### src/rtl/chess_pkg.sv
// chess_pkg: shared definitions for the chess timer countdown core and the
// display-data selector.
//   - FSM state encoding of the countdown core
//   - min:sec field widths and the seconds rollover value
//   - bit offsets of the fields inside the packed 24-bit time word
// Optional feature macro used by this block: INCREMENT_EN (Fischer increment).
package chess_pkg;

    localparam int MIN_W   = 6;
    localparam int SEC_W   = 6;
    localparam int SEC_MAX = 59;
    localparam int TIME_W  = 2 * (MIN_W + SEC_W);

    // Packed time word: {a_min, a_sec, b_min, b_sec}
    localparam int B_SEC_LSB = 0;
    localparam int B_MIN_LSB = B_SEC_LSB + SEC_W;
    localparam int A_SEC_LSB = B_MIN_LSB + MIN_W;
    localparam int A_MIN_LSB = A_SEC_LSB + SEC_W;

    typedef enum logic [2:0] {
        IDLE   = 3'd0,
        RUN_A  = 3'd1,
        RUN_B  = 3'd2,
        PAUSED = 3'd3,
        FLAG   = 3'd4
    } state_t;

    typedef struct packed {
        logic [MIN_W-1:0] min;
        logic [SEC_W-1:0] sec;
    } mmss_t;

endpackage

### src/rtl/chess_countdown_mmss_dec.sv
// mmss_dec: one player's min:sec clock register.
//   clk, rst   : clock, async active-high reset (clears to 0:00)
//   load       : load load_min minutes, seconds = 0 (highest priority)
//   dec        : subtract one second (never below 0:00)
//   inc        : add INC_SEC seconds after any same-cycle decrement,
//                saturating at 63:59
//   t          : current value
//   zero / one : value is 0:00 / value is 0:01 (a decrement will expire it)
module mmss_dec
    import chess_pkg::*;
#(
    parameter int INC_SEC = 5
) (
    input  logic             clk,
    input  logic             rst,
    input  logic             load,
    input  logic [MIN_W-1:0] load_min,
    input  logic             dec,
    input  logic             inc,
    output mmss_t            t,
    output logic             zero,
    output logic             one
);

    mmss_t            d, n;
    logic [SEC_W:0]   s_w;   // one spare bit to see the carry
    logic [MIN_W:0]   m_w;

    always_comb begin
        d = t;
        if (dec) begin
            if (t.sec != '0) begin
                d.sec = t.sec - 1'b1;
            end else if (t.min != '0) begin
                d.sec = SEC_W'(SEC_MAX);
                d.min = t.min - 1'b1;
            end
        end

        // INC_SEC <= 59, so at most one carry into minutes
        s_w = {1'b0, d.sec} + (SEC_W+1)'(INC_SEC);
        m_w = {1'b0, d.min};
        if (s_w > (SEC_W+1)'(SEC_MAX)) begin
            s_w = s_w - (SEC_W+1)'(SEC_MAX + 1);
            m_w = m_w + 1'b1;
        end

        n = d;
        if (inc) begin
            if (m_w[MIN_W]) begin
                n.min = '1;
                n.sec = SEC_W'(SEC_MAX);
            end else begin
                n.min = m_w[MIN_W-1:0];
                n.sec = s_w[SEC_W-1:0];
            end
        end
    end

    always_ff @(posedge clk or posedge rst) begin
        if (rst) begin
            t <= '0;
        end else if (load) begin
            t.min <= load_min;
            t.sec <= '0;
        end else begin
            t <= n;
        end
    end

    assign zero = (t == '0);
    assign one  = (t.min == '0) && (t.sec == SEC_W'(1));

endmodule

### src/rtl/chess_countdown.sv
// chess_countdown: two-player countdown core of the chess timer.
//   clk, rst            : clock, async active-high reset
//   load, time_in       : load time_in minutes into both clocks (0 s), to IDLE
//   start / pause       : begin or resume / hold counting
//   switch_a / switch_b : player ends move (ignored if not on move, or if both)
//   counted_time        : {a_min, a_sec, b_min, b_sec}
//   active_b            : side on move (remembered while paused)
//   running             : in RUN_A or RUN_B
//   flag_a / flag_b     : sticky expiry flags, cleared by load or rst
// Build option: define INCREMENT_EN to add INC_SEC seconds to the mover's
// clock on every accepted switch (Fischer increment).
module chess_countdown
    import chess_pkg::*;
#(
    parameter int CLK_HZ  = 100000000,
    parameter int INC_SEC = 5
) (
    input  logic              clk,
    input  logic              rst,
    input  logic              load,
    input  logic [MIN_W-1:0]  time_in,
    input  logic              start,
    input  logic              pause,
    input  logic              switch_a,
    input  logic              switch_b,
    output logic [TIME_W-1:0] counted_time,
    output logic              active_b,
    output logic              running,
    output logic              flag_a,
    output logic              flag_b
);

    localparam int PW = (CLK_HZ > 1) ? $clog2(CLK_HZ) : 1;

    state_t        state, nxt;
    logic [PW-1:0] psc;
    logic          nxt_side, set_fa, set_fb, psc_clr;
    logic          run_st, tick, ok_a, ok_b;
    logic [1:0]    dec, inc, zero, one;
    mmss_t         t [2];      // [0] = player A, [1] = player B

    assign run_st = (state == RUN_A) || (state == RUN_B);
    assign tick   = run_st && (psc == PW'(CLK_HZ - 1));
    assign ok_a   = switch_a & ~switch_b;
    assign ok_b   = switch_b & ~switch_a;
    assign dec[0] = (state == RUN_A) && tick;
    assign dec[1] = (state == RUN_B) && tick;

    genvar p;
    generate
        for (p = 0; p < 2; p++) begin : g_ply
            mmss_dec #(.INC_SEC(INC_SEC)) u_clk (
                .clk      (clk),
                .rst      (rst),
                .load     (load),
                .load_min (time_in),
                .dec      (dec[p]),
                .inc      (inc[p]),
                .t        (t[p]),
                .zero     (zero[p]),
                .one      (one[p])
            );
        end
    endgenerate

    always_comb begin
        nxt      = state;
        nxt_side = active_b;
        set_fa   = 1'b0;
        set_fb   = 1'b0;
        psc_clr  = 1'b0;
        inc      = 2'b00;
        case (state)
            IDLE: if (start) begin
                if (zero[0]) begin
                    nxt    = FLAG;
                    set_fa = 1'b1;
                end else begin
                    nxt      = RUN_A;
                    nxt_side = 1'b0;
                    psc_clr  = 1'b1;
                end
            end
            // expiry beats pause, pause beats switch
            RUN_A: begin
                if (dec[0] && one[0]) begin
                    nxt    = FLAG;
                    set_fa = 1'b1;
                end else if (pause) begin
                    nxt = PAUSED;
                end else if (ok_a) begin
                    nxt      = RUN_B;
                    nxt_side = 1'b1;
`ifdef INCREMENT_EN
                    inc[0]   = 1'b1;
`endif
                end
            end
            RUN_B: begin
                if (dec[1] && one[1]) begin
                    nxt    = FLAG;
                    set_fb = 1'b1;
                end else if (pause) begin
                    nxt = PAUSED;
                end else if (ok_b) begin
                    nxt      = RUN_A;
                    nxt_side = 1'b0;
`ifdef INCREMENT_EN
                    inc[1]   = 1'b1;
`endif
                end
            end
            PAUSED: if (start) begin
                if (zero[active_b]) begin
                    nxt    = FLAG;
                    set_fa = ~active_b;
                    set_fb = active_b;
                end else begin
                    nxt = active_b ? RUN_B : RUN_A;
                end
            end
            default: ;   // FLAG: only load or rst leaves
        endcase
    end

    always_ff @(posedge clk or posedge rst) begin
        if (rst) begin
            state    <= IDLE;
            active_b <= 1'b0;
            running  <= 1'b0;
            flag_a   <= 1'b0;
            flag_b   <= 1'b0;
            psc      <= '0;
        end else if (load) begin
            state    <= IDLE;
            active_b <= 1'b0;
            running  <= 1'b0;
            flag_a   <= 1'b0;
            flag_b   <= 1'b0;
            psc      <= '0;
        end else begin
            state    <= nxt;
            active_b <= nxt_side;
            running  <= (nxt == RUN_A) || (nxt == RUN_B);
            flag_a   <= flag_a | set_fa;
            flag_b   <= flag_b | set_fb;
            // prescaler phase survives pause and turn switches
            if (psc_clr || tick) psc <= '0;
            else if (run_st)     psc <= psc + 1'b1;
        end
    end

    assign counted_time[A_MIN_LSB +: MIN_W] = t[0].min;
    assign counted_time[A_SEC_LSB +: SEC_W] = t[0].sec;
    assign counted_time[B_MIN_LSB +: MIN_W] = t[1].min;
    assign counted_time[B_SEC_LSB +: SEC_W] = t[1].sec;

endmodule

### config.mk
export PLATFORM = sky130hd
export DESIGN_NAME = chess_countdown
export DESIGN_NICKNAME = d
export VERILOG_FILES = /design/src/rtl/chess_pkg.sv /design/src/rtl/chess_countdown_mmss_dec.sv /design/src/rtl/chess_countdown.sv
export SDC_FILE = /design/constraint.sdc
export NUM_CORES = 1
export LEC_CHECK = 0
export BUFFER_PORTS_ARGS = -buffer_cell sky130_fd_sc_hd__buf_2
export CAP_MARGIN = 25
export CORE_MARGIN = 5
export CORE_UTILIZATION = 58
export DETAILED_ROUTE_END_ITERATION = 8
export PLACE_DENSITY = 0.82
export SETUP_SLACK_MARGIN = 0.1
export SYNTH_ARGS = -nofsm -noshare
export SYNTH_HDL_FRONTEND = slang
export SYNTH_SLANG_ARGS = --single-unit
### constraint.sdc
create_clock -name clk -period 3.56 [get_ports clk]
set_input_delay 0.534 -clock clk [delete_from_list [all_inputs] [get_ports clk]]
set_output_delay 0.534 -clock clk [all_outputs]
set_load 0.03 [all_outputs]
==> results of run 1 <==
## power groups by stage
stage               Clock, mW  Sequential [mW]  Combinational, mW
global placement            0            0.718              0.203
floorplan                   0            0.745              0.125
finish                  0.669            0.708              0.209
CTS                     0.681            0.707              0.209
global route            0.712            0.712              0.228
detailed placement          0            0.719              0.207
## metrics by stage
| stage | hold WS, ns | total power, mW | setup WS [ns] |
|---|---|---|---|
| floorplan | 0.490 | 0.871 | 0.873 |
| global placement | 0.479 | 0.921 | 0.806 |
| detailed placement | 0.497 | 0.926 | 0.695 |
| CTS | 0.376 | 1.60 | 0.663 |
| global route | 0.435 | 1.65 | 0.390 |
| finish | 0.358 | 1.59 | 0.632 |
## Yosys cell counts (8+ instances only)
| library cell | instances |
|---|---|
| dfrtp_1 | 58 |
| nor2_1 | 46 |
| nand2_1 | 30 |
| xor2_1 | 21 |
| xnor2_1 | 18 |
| inv_1 | 14 |
| nand3_1 | 13 |
| clkbuf_1 | 11 |
| mux2_2 | 11 |
| nand4_1 | 10 |
| ha_1 | 9 |
| nor3_1 | 9 |
| a21oi_1 | 8 |
| nor4_1 | 8 |
| o21ai_0 | 8 |
## layout make-up
cell class,count,area [um^2],area share [%]
Timing Repair Buffer,43,223,5.83
Clock inverter,1,30.0,0.786
Tap cell,72,90.1,2.36
Clock buffer,14,193,5.04
Inverter,14,52.6,1.38
Sequential cell,58,1450,38.0
Multi-Input combinational cell,265,1780,46.6
## critical path: stages, from the launching register on
cell and delay, ns:
dfrtp_1 0.56, xnor2_1 0.21, or3_1 0.50, nor3_1 0.28
nor4b_2 0.65, nand3_1 0.18, xnor2_1 0.16, mux2_2 0.26
## final timing paths
path | from | endpoint | slack [ns] | cells past startpoint
max reg2reg | state[0] | g_ply[0].u_clk.t[10] | 0.63 | 7
max | state[0] | g_ply[0].u_clk.t[10] | 0.63 | 7
min | rst | psc[21] | 0.36 | 2
min in group clk | time_in[1] | g_ply[0].u_clk.t[7] | 0.43 | 3
min reg2reg | flag_a | flag_a | 0.51 | 2
max in group asynchronous | rst | flag_a | 2.42 | 3
## cell families after synthesis
group                      after synthesis
AOI/OAI and AO/OA                       45
xor gates and xnor gates                39
adders and majority gates                9
buffers and inverters                   27
DFF                                     58
muxes                                   12
and+or+nand+nor                        160
## routing by layer
layer / wire [um] / share of wire, % / GRT usage (%)
met1: 3470 / 46 / 30.3
met2: 3490 / 46 / 32.9
met3: 378 / 5.0 / 4.90
met4: 169 / 2.3 / 9.93
met5: 0 / 0 / 0
## flip-flops by register name, indices dropped and copies added (netlist names)
signal,count
psc,27
g_ply.u_clk.t,24
state,3
active_b,1
flag_a,1
flag_b,1
running,1
==> metrics.cfg, run 1 <==
[status]
status = completed

[cts]
cts_tree = built
tritoncts.num_buffers = 9
clockBufferDepth = 2
cts-resized-gates = 0
cts_hold_buffers = 0
clock_latency_ns = 0.34
postCtsSetupRepairBufs = 0
cts_max_level = 3
cts.clk_slew.worst_paths_ns = 0.06
cts-root-buf = clkbuf_8
clkSinkCount = 58

[power]
internal_power_mw = 1.17
seqPwrFrac_pct = 44.7
switching_share_pct = 26.2
p_per_area_nw_per_um2 = 415
power.switching_mw = 0.415
irDropWorstVdd_v = 0.000290
combPwrFrac_pct = 13.1
pwr-share-clk_pct = 42.2
power.leakage_nw = 1.67

[synth]
synth_top_family_by_area = simple AND/OR/NAND/NOR gates
synth.area.top_cells = dfrtp_1 (43%), xor2_1 (5.5%), nor2_1 (5.2%), xnor2_1 (4.7%), mux2_2 (3.7%)
synthArstFlopShare_pct = 100
muxShareOfSynthArea_pct = 4.01
syn_inst = 350
synth_xor_area_share_pct = 10.2
yosys.area_share.adder_pct = 3.37
synth.top_cell.area_share_pct = 43.4
synth_area_um2 = 3340
avgSynthCellArea_um2 = 9.55
yosys.area_share.simple_pct = 25.9
yosys.area.top_type = dfrtp_1
synth-compound-area-share_pct = 9.77
synth-edff-count = 0
yosysSeqAreaShare_pct = 43.4
synth.yosys.warnings = 0
synth_top_flop_cell = dfrtp_1
yosysUniqueCellTypes = 51
synth_nets = 372
synth-seq-cells = 58

[placed_design]
port_buffers = 40
gp_congestion = 0.861
dp_cells = 452
hpwl_um = 5230
place_area_um2 = 3600

[finish]
fillers = 452
final_cell_mix = dfrtp_1 (58), nor2_1 (46), buf_2 (40), nand2_1 (30), xor2_1 (21)
drive_gt1_share_pct = 19.5
diodes = 0
design_area_um2 = 3820
final_common_cell = dfrtp_1
final_cells = 467
final_util_pct = 69.0
syn_to_final_growth_pct = 14.3
fin_nets = 413

[min_path]
hold_class = input port to async pin

[worst_setup_path]
cp_max_fo = 13
start_kind = flip-flop
arrival_ns = 3.15
crit_type = flip-flop to flip-flop
worst_setup_path_end_kind = flip-flop
cp.required_ns = 3.78

[sta]
setup_violations = 0
finalCriticalPeriod_ns = 2.93
fin_skew_ns = 0.00652
max_slew_margin_pct = 45.5
tightest_slew_ns = 0.816
finalCritPeriodShare_pct = 82.3
rsz0062_at_grt = false
fmax_ghz = 0.341
drv_slew = 0
finalSetupTns_ns = 0
finalHoldViolCount = 0

[detailed_routing]
vias_per_cell = 5.97
firstDrtPassIters = 4
vias = 2790
dr.first_iter.drc_count = 258
drc = 0
wl_per_cell_um = 16.1
drtAntennaViolNets = 0
routed_wl_um = 7510

[global_routing]
grt_pass1_vias = 2690
grt_pass1_wl_um = 12800
grt_max_degree = 39
grt_use_total_pct = 21.9
overflow = 0
antenna_found_initial = 0

[floorplan]
dieArea_um2 = 7380
die_height_um = 85.9
initial_core_util_pct = 60.3
core-area_um2 = 5540
pin_count = 41
dieWidth_um = 85.9
std_cell_rows = 27

[run]
maxCapViolations = 0

No activity file was read; power rests on OpenSTA's default activity.
==> inputs of run 2 (changes only) <==
- clock period: 3.56 -> 2.75 ns (I/O delays scaled with it)
==> run 2 against run 1 <==
Effect of this change: final cell count grew 2.8%; global-route usage shrank 0.25 points; wire length shrank 2.9%; critical path type unchanged; largest power group unchanged; highest routed layer unchanged.
==> metrics.cfg, run 2 (synthesis gave the netlist of run 1 again) <==
[status]
status = completed

[sta]
finalCriticalPeriod_ns = 2.49
tightest_slew_ns = 0.517
finalSetupTns_ns = 0
drv_slew = 0
finalHoldViolCount = 0
finalCritPeriodShare_pct = 90.6
max_slew_margin_pct = 65.3
setup_violations = 0
fmax_ghz = 0.401
hold_slack_ns = 0.126
fin_skew_ns = 0.00899
rsz0062_at_grt = true

[cts]
cts.clk_slew.worst_paths_ns = 0.06
cts-root-buf = clkbuf_8
clkSinkCount = 58
clock_latency_ns = 0.34
cts_tree = built
tritoncts.num_buffers = 9
cts_hold_buffers = 0
clockBufferDepth = 2
cts_max_level = 3

[worst_setup_path]
start_kind = flip-flop
arrival_ns = 2.72
crit_type = flip-flop to flip-flop
worst_setup_path_end_kind = flip-flop
r2r_slack_ns = 0.26
cp.required_ns = 2.98
rr_startpoint = g_ply[0].u_clk.t[2]
r2r-end = running
ff2ff_path_depth = 7
cp_max_fo = 7

[detailed_routing]
routed_wl_um = 7290
firstDrtPassIters = 5
dr.first_iter.drc_count = 264
wl_per_cell_um = 15.2
drtAntennaViolNets = 0
vias = 2739
drc = 0
vias_per_cell = 5.71

[finish]
largest_register_ffs = 27
multi_input_area_um2 = 1800
fillers = 451
drive_gt1_share_pct = 22.3
diodes = 0
final_cell_mix = dfrtp_1 (56), nor2_1 (46), buf_2 (40), nand2_1 (30), xor2_1 (21)
final_cells = 480
largestRegisters = psc: 27 flops, g_ply.u_clk.t: 24 flops, state: 3 flops
max_flop_register = psc
regArea_um2 = 1450
final_common_cell = dfrtp_1
syn_to_final_growth_pct = 16.3
fin_nets = 425

[global_routing]
grt_max_degree = 59
grt_pass1_wl_um = 12800
grt_pass1_vias = 2685
overflow = 0
grt_use_total_pct = 21.7
antenna_found_initial = 0

[min_path]
hold_class = input port to async pin

[placed_design]
dp_cells = 463
hpwl_um = 5280
gp_congestion = 0.892
port_buffers = 40

[floorplan]
dieWidth_um = 85.9
core-area_um2 = 5540
std_cell_rows = 27
initial_core_util_pct = 60.3
dieArea_um2 = 7380
pin_count = 41
die_height_um = 85.9

[power]
p_per_area_nw_per_um2 = 483
pwr-share-clk_pct = 35.7
switching_share_pct = 28.6
combPwrFrac_pct = 15.8
seqPwrFrac_pct = 48.5
irDropWorstVdd_v = 0.000393
internal_power_mw = 1.34
power.leakage_nw = 1.71
power.switching_mw = 0.537
finalPower_mw = 1.88

[run]
maxCapViolations = 0

==> run 2: per-stage QoR <==
step	utilization, %	cell area (um^2)	worst slack (ns)
floorplan	-	3340	0.106
global placement	66.7	3700	0.221
detailed placement	66.7	3700	0.124
CTS	69.8	3870	0.173
global route	70.2	3890	0.0923
finish	70.2	3890	0.258
==> run 2: area by class of cell <==
type                            instances  area share [%]
Clock buffer                           13            3.83
Clock inverter                          3           0.386
Inverter                               14            1.35
Multi-Input combinational cell        265            46.3
Sequential cell                        58            37.4
Tap cell                               72            2.32
Timing Repair Buffer                   55            8.37
==> run 2: what timing repair did <==
| item | in CTS | in global routing |
|---|---|---|
| pin swaps | 0 | 1 |
| endpoints found under the setup margin | 2 | 16 |
| hold endpoints to repair | 0 | 0 |
| buffers inserted | 0 | 1 |
| resized for setup | 1 | 2 |
==> run 2: how the worst max path moves through the flow <==
stage / start / to / slack, ns / depth (start not counted)
4_1_cts: g_ply[0].u_clk.t[2] / psc[26] / 0.17 / 7
3_3_place_gp: g_ply[0].u_clk.t[2] / psc[26] / 0.22 / 7
5_1_grt: psc[0] / g_ply[0].u_clk.t[11] / 0.09 / 8
2_1_floorplan: g_ply[0].u_clk.t[3] / psc[26] / 0.11 / 7
3_5_place_dp: psc[0] / g_ply[0].u_clk.t[10] / 0.12 / 8
6_report: g_ply[0].u_clk.t[2] / running / 0.26 / 7
==> run 2: power by group through the flow <==
stage	clock network, mW	registers (mW)	logic [mW]
2_1_floorplan	0	0.965	0.162
3_3_place_gp	0	0.923	0.285
3_5_place_dp	0	0.925	0.293
4_1_cts	0.690	0.910	0.296
5_1_grt	0.737	0.914	0.326
6_report	0.671	0.910	0.296
==> run 2: layer usage <==
| layer | GRT usage [%] | wire [um] | vias to the layer above |
|---|---|---|---|
| met1 | 30.3 | 3310 | 1307 |
| met4 | 8.49 | 89 | 0 |
| met3 | 3.94 | 422 | 9 |
| met2 | 33.4 | 3470 | 75 |
| met5 | 0 | 0 | - |
| li1 | - | - | 1348 |
==> run 2: worst max-delay path, cell delays in order (launching register included) <==
cell      delay, ns
dfrtp_2        0.45
or4_4          0.55
nor4_1         0.31
nand4_1        0.25
a221oi_1       0.34
o31a_1         0.23
xnor2_1        0.08
and3b_1        0.18
==> inputs of run 3 (changes only) <==
- CORE_UTILIZATION: 58 -> 53
- PLACE_DENSITY: 0.82 -> 0.79
- clock period: 2.75 -> 2.2 ns (I/O delays scaled with it)
==> run 3 against run 2 <==
Effect of this change: critical path depth is 1 higher; sequential power increased by 25%; largest cell class unchanged; via count is 16% higher; power up 48%; first-iteration DRC count decreased by 10%; the run now ends with setup timing left; combinational power increased by 59%; clock skew rose by 0.0013 ns; hold slack worse by 0.10 ns; maximum frequency rose by 4.8%; sequential share of layout area decreased by 6.0 points; non-clock buffer count rose by 57.
==> metrics.cfg, run 3 (synthesis gave the netlist of run 1 again) <==
[status]
violations = setup timing
status = finished with violations

[worst_setup_path]
arrival_ns = 2.60
crit_type = flip-flop to flip-flop
ff2ff_path_depth = 8
rr_startpoint = psc[1]
r2r_slack_ns = -0.18
r2r-end = g_ply[0].u_clk.t[11]
cp.required_ns = 2.42
cp_max_fo = 5
start_kind = flip-flop
worst_setup_path_end_kind = flip-flop

[power]
power.leakage_nw = 2.09
finalPower_mw = 2.78
p_per_area_nw_per_um2 = 596
irDropWorstVdd_v = 0.000495

[global_routing]
grt_pass1_wl_um = 14800
grt_max_degree = 36
grt_use_total_pct = 24.3
antenna_found_initial = 0
overflow = 0
grt_pass1_vias = 3102

[floorplan]
die_height_um = 89.4
dieArea_um2 = 7990
dieWidth_um = 89.4
std_cell_rows = 29
initial_core_util_pct = 53.5
pin_count = 41
core-area_um2 = 6240

[detailed_routing]
wl_per_cell_um = 17.5
vias_per_cell = 5.86
routed_wl_um = 9500
vias = 3175
drc = 0
drtAntennaViolNets = 0
dr.first_iter.drc_count = 237
firstDrtPassIters = 7

[finish]
final_common_cell = buf_4
diodes = 0
final_cell_mix = buf_4 (68), dfrtp_1 (52), nor2_1 (41), buf_2 (40), nand2_1 (27)
design_area_um2 = 4650
fin_nets = 482
drive_gt1_share_pct = 41.5
max_flop_register = psc
final_cells = 542
syn_to_final_growth_pct = 39.2
largestRegisters = psc: 27 flops, g_ply.u_clk.t: 24 flops, state: 3 flops
largest_register_ffs = 27

[placed_design]
port_buffers = 40
dp_cells = 518
gp_congestion = 0.916
place_area_um2 = 4170
hpwl_um = 6050
pre_cts_slack_ns = -0.126

[sta]
finalCriticalPeriod_ns = 2.38
hold_slack_ns = 0.0248
finalCritPeriodShare_pct = 108
max_slew_margin_pct = 63.7
tightest_slew_ns = 0.543
fin_skew_ns = 0.0103
fmax_ghz = 0.420
rsz0062_at_grt = true
fin_ws_ns = -0.179
setup_violations = 19
drv_slew = 0
finalHoldViolCount = 0

[cts]
cts_tree = built
cts_max_level = 3
tritoncts.num_buffers = 9
cts_hold_buffers = 0
clkSinkCount = 58
cts-root-buf = clkbuf_8
cts.clk_slew.worst_paths_ns = 0.07
clockBufferDepth = 2
clock_latency_ns = 0.35

[min_path]
hold_class = input port to async pin

[run]
maxCapViolations = 0

## run 3: cell types whose count changed in the layout (fill, tap and decap cells not counted), sizes merged
cell,previous run,this run
buf,55,112
bufinv,0,2
clkbuf,13,12
clkinv,3,1
clkinvlp,0,1
## run 3: through the flow
step	setup TNS, ns	util (%)
floorplan	-0.929	-
global placement	-0.129	66.8
detailed placement	-0.823	66.8
CTS	-0.685	72.9
global route	-4.43	74.6
finish	-1.58	74.6
## run 3: timing repair
item,in CTS,in global routing
pin swaps,13,12
cloned,0,0
setup buffers,5,3
setup endpoints to repair,30,50
gates resized for setup,23,20
## run 3: cell type report
class,instances,area [um^2]
Inverter,14,52.6
Multi-Input combinational cell,265,2030
Clock inverter,4,72.6
Clock buffer,12,165
Timing Repair Buffer,112,773
Sequential cell,58,1460
Fill cell,411,1590
Tap cell,77,96.3
## run 3: worst max-delay path by stage
stage,from,to,slack [ns],cells after the start
after floorplan,g_ply[0].u_clk.t[3],psc[24],-0.22,7
after global routing,psc[0],g_ply[0].u_clk.t[10],-0.30,8
final,psc[1],g_ply[0].u_clk.t[11],-0.18,8
after detailed placement,g_ply[0].u_clk.t[8],psc[22],-0.13,7
after global placement,g_ply[0].u_clk.t[3],running,-0.07,7
after CTS,psc[1],g_ply[0].u_clk.t[11],-0.15,8
## run 3: worst max-delay path, stage by stage (launching register included)
cell	delay (ns)
dfrtp_1	0.37
ha_2	0.19
nand4b_1	0.15
or3_4	0.43
nor3_4	0.17
nor4b_4	0.33
nand3b_1	0.18
xnor2_1	0.16
mux2_2	0.27
## run 3: power by group
part           leakage [nW]  internal, mW  switching (mW)
Combinational          1.20         0.189           0.281
Clock                 0.119         0.728           0.439
Sequential            0.772          1.10          0.0352
Total                  2.09          2.02           0.756
## run 3: layer usage
metal  vias up  GRT usage (%)  routed length [um]
li1       1459              -                   -
met1      1561           31.5                3820
met2       126           39.3                4850
met3        29           5.35                 516
met4         0           10.3                 306
met5         -              0                   0
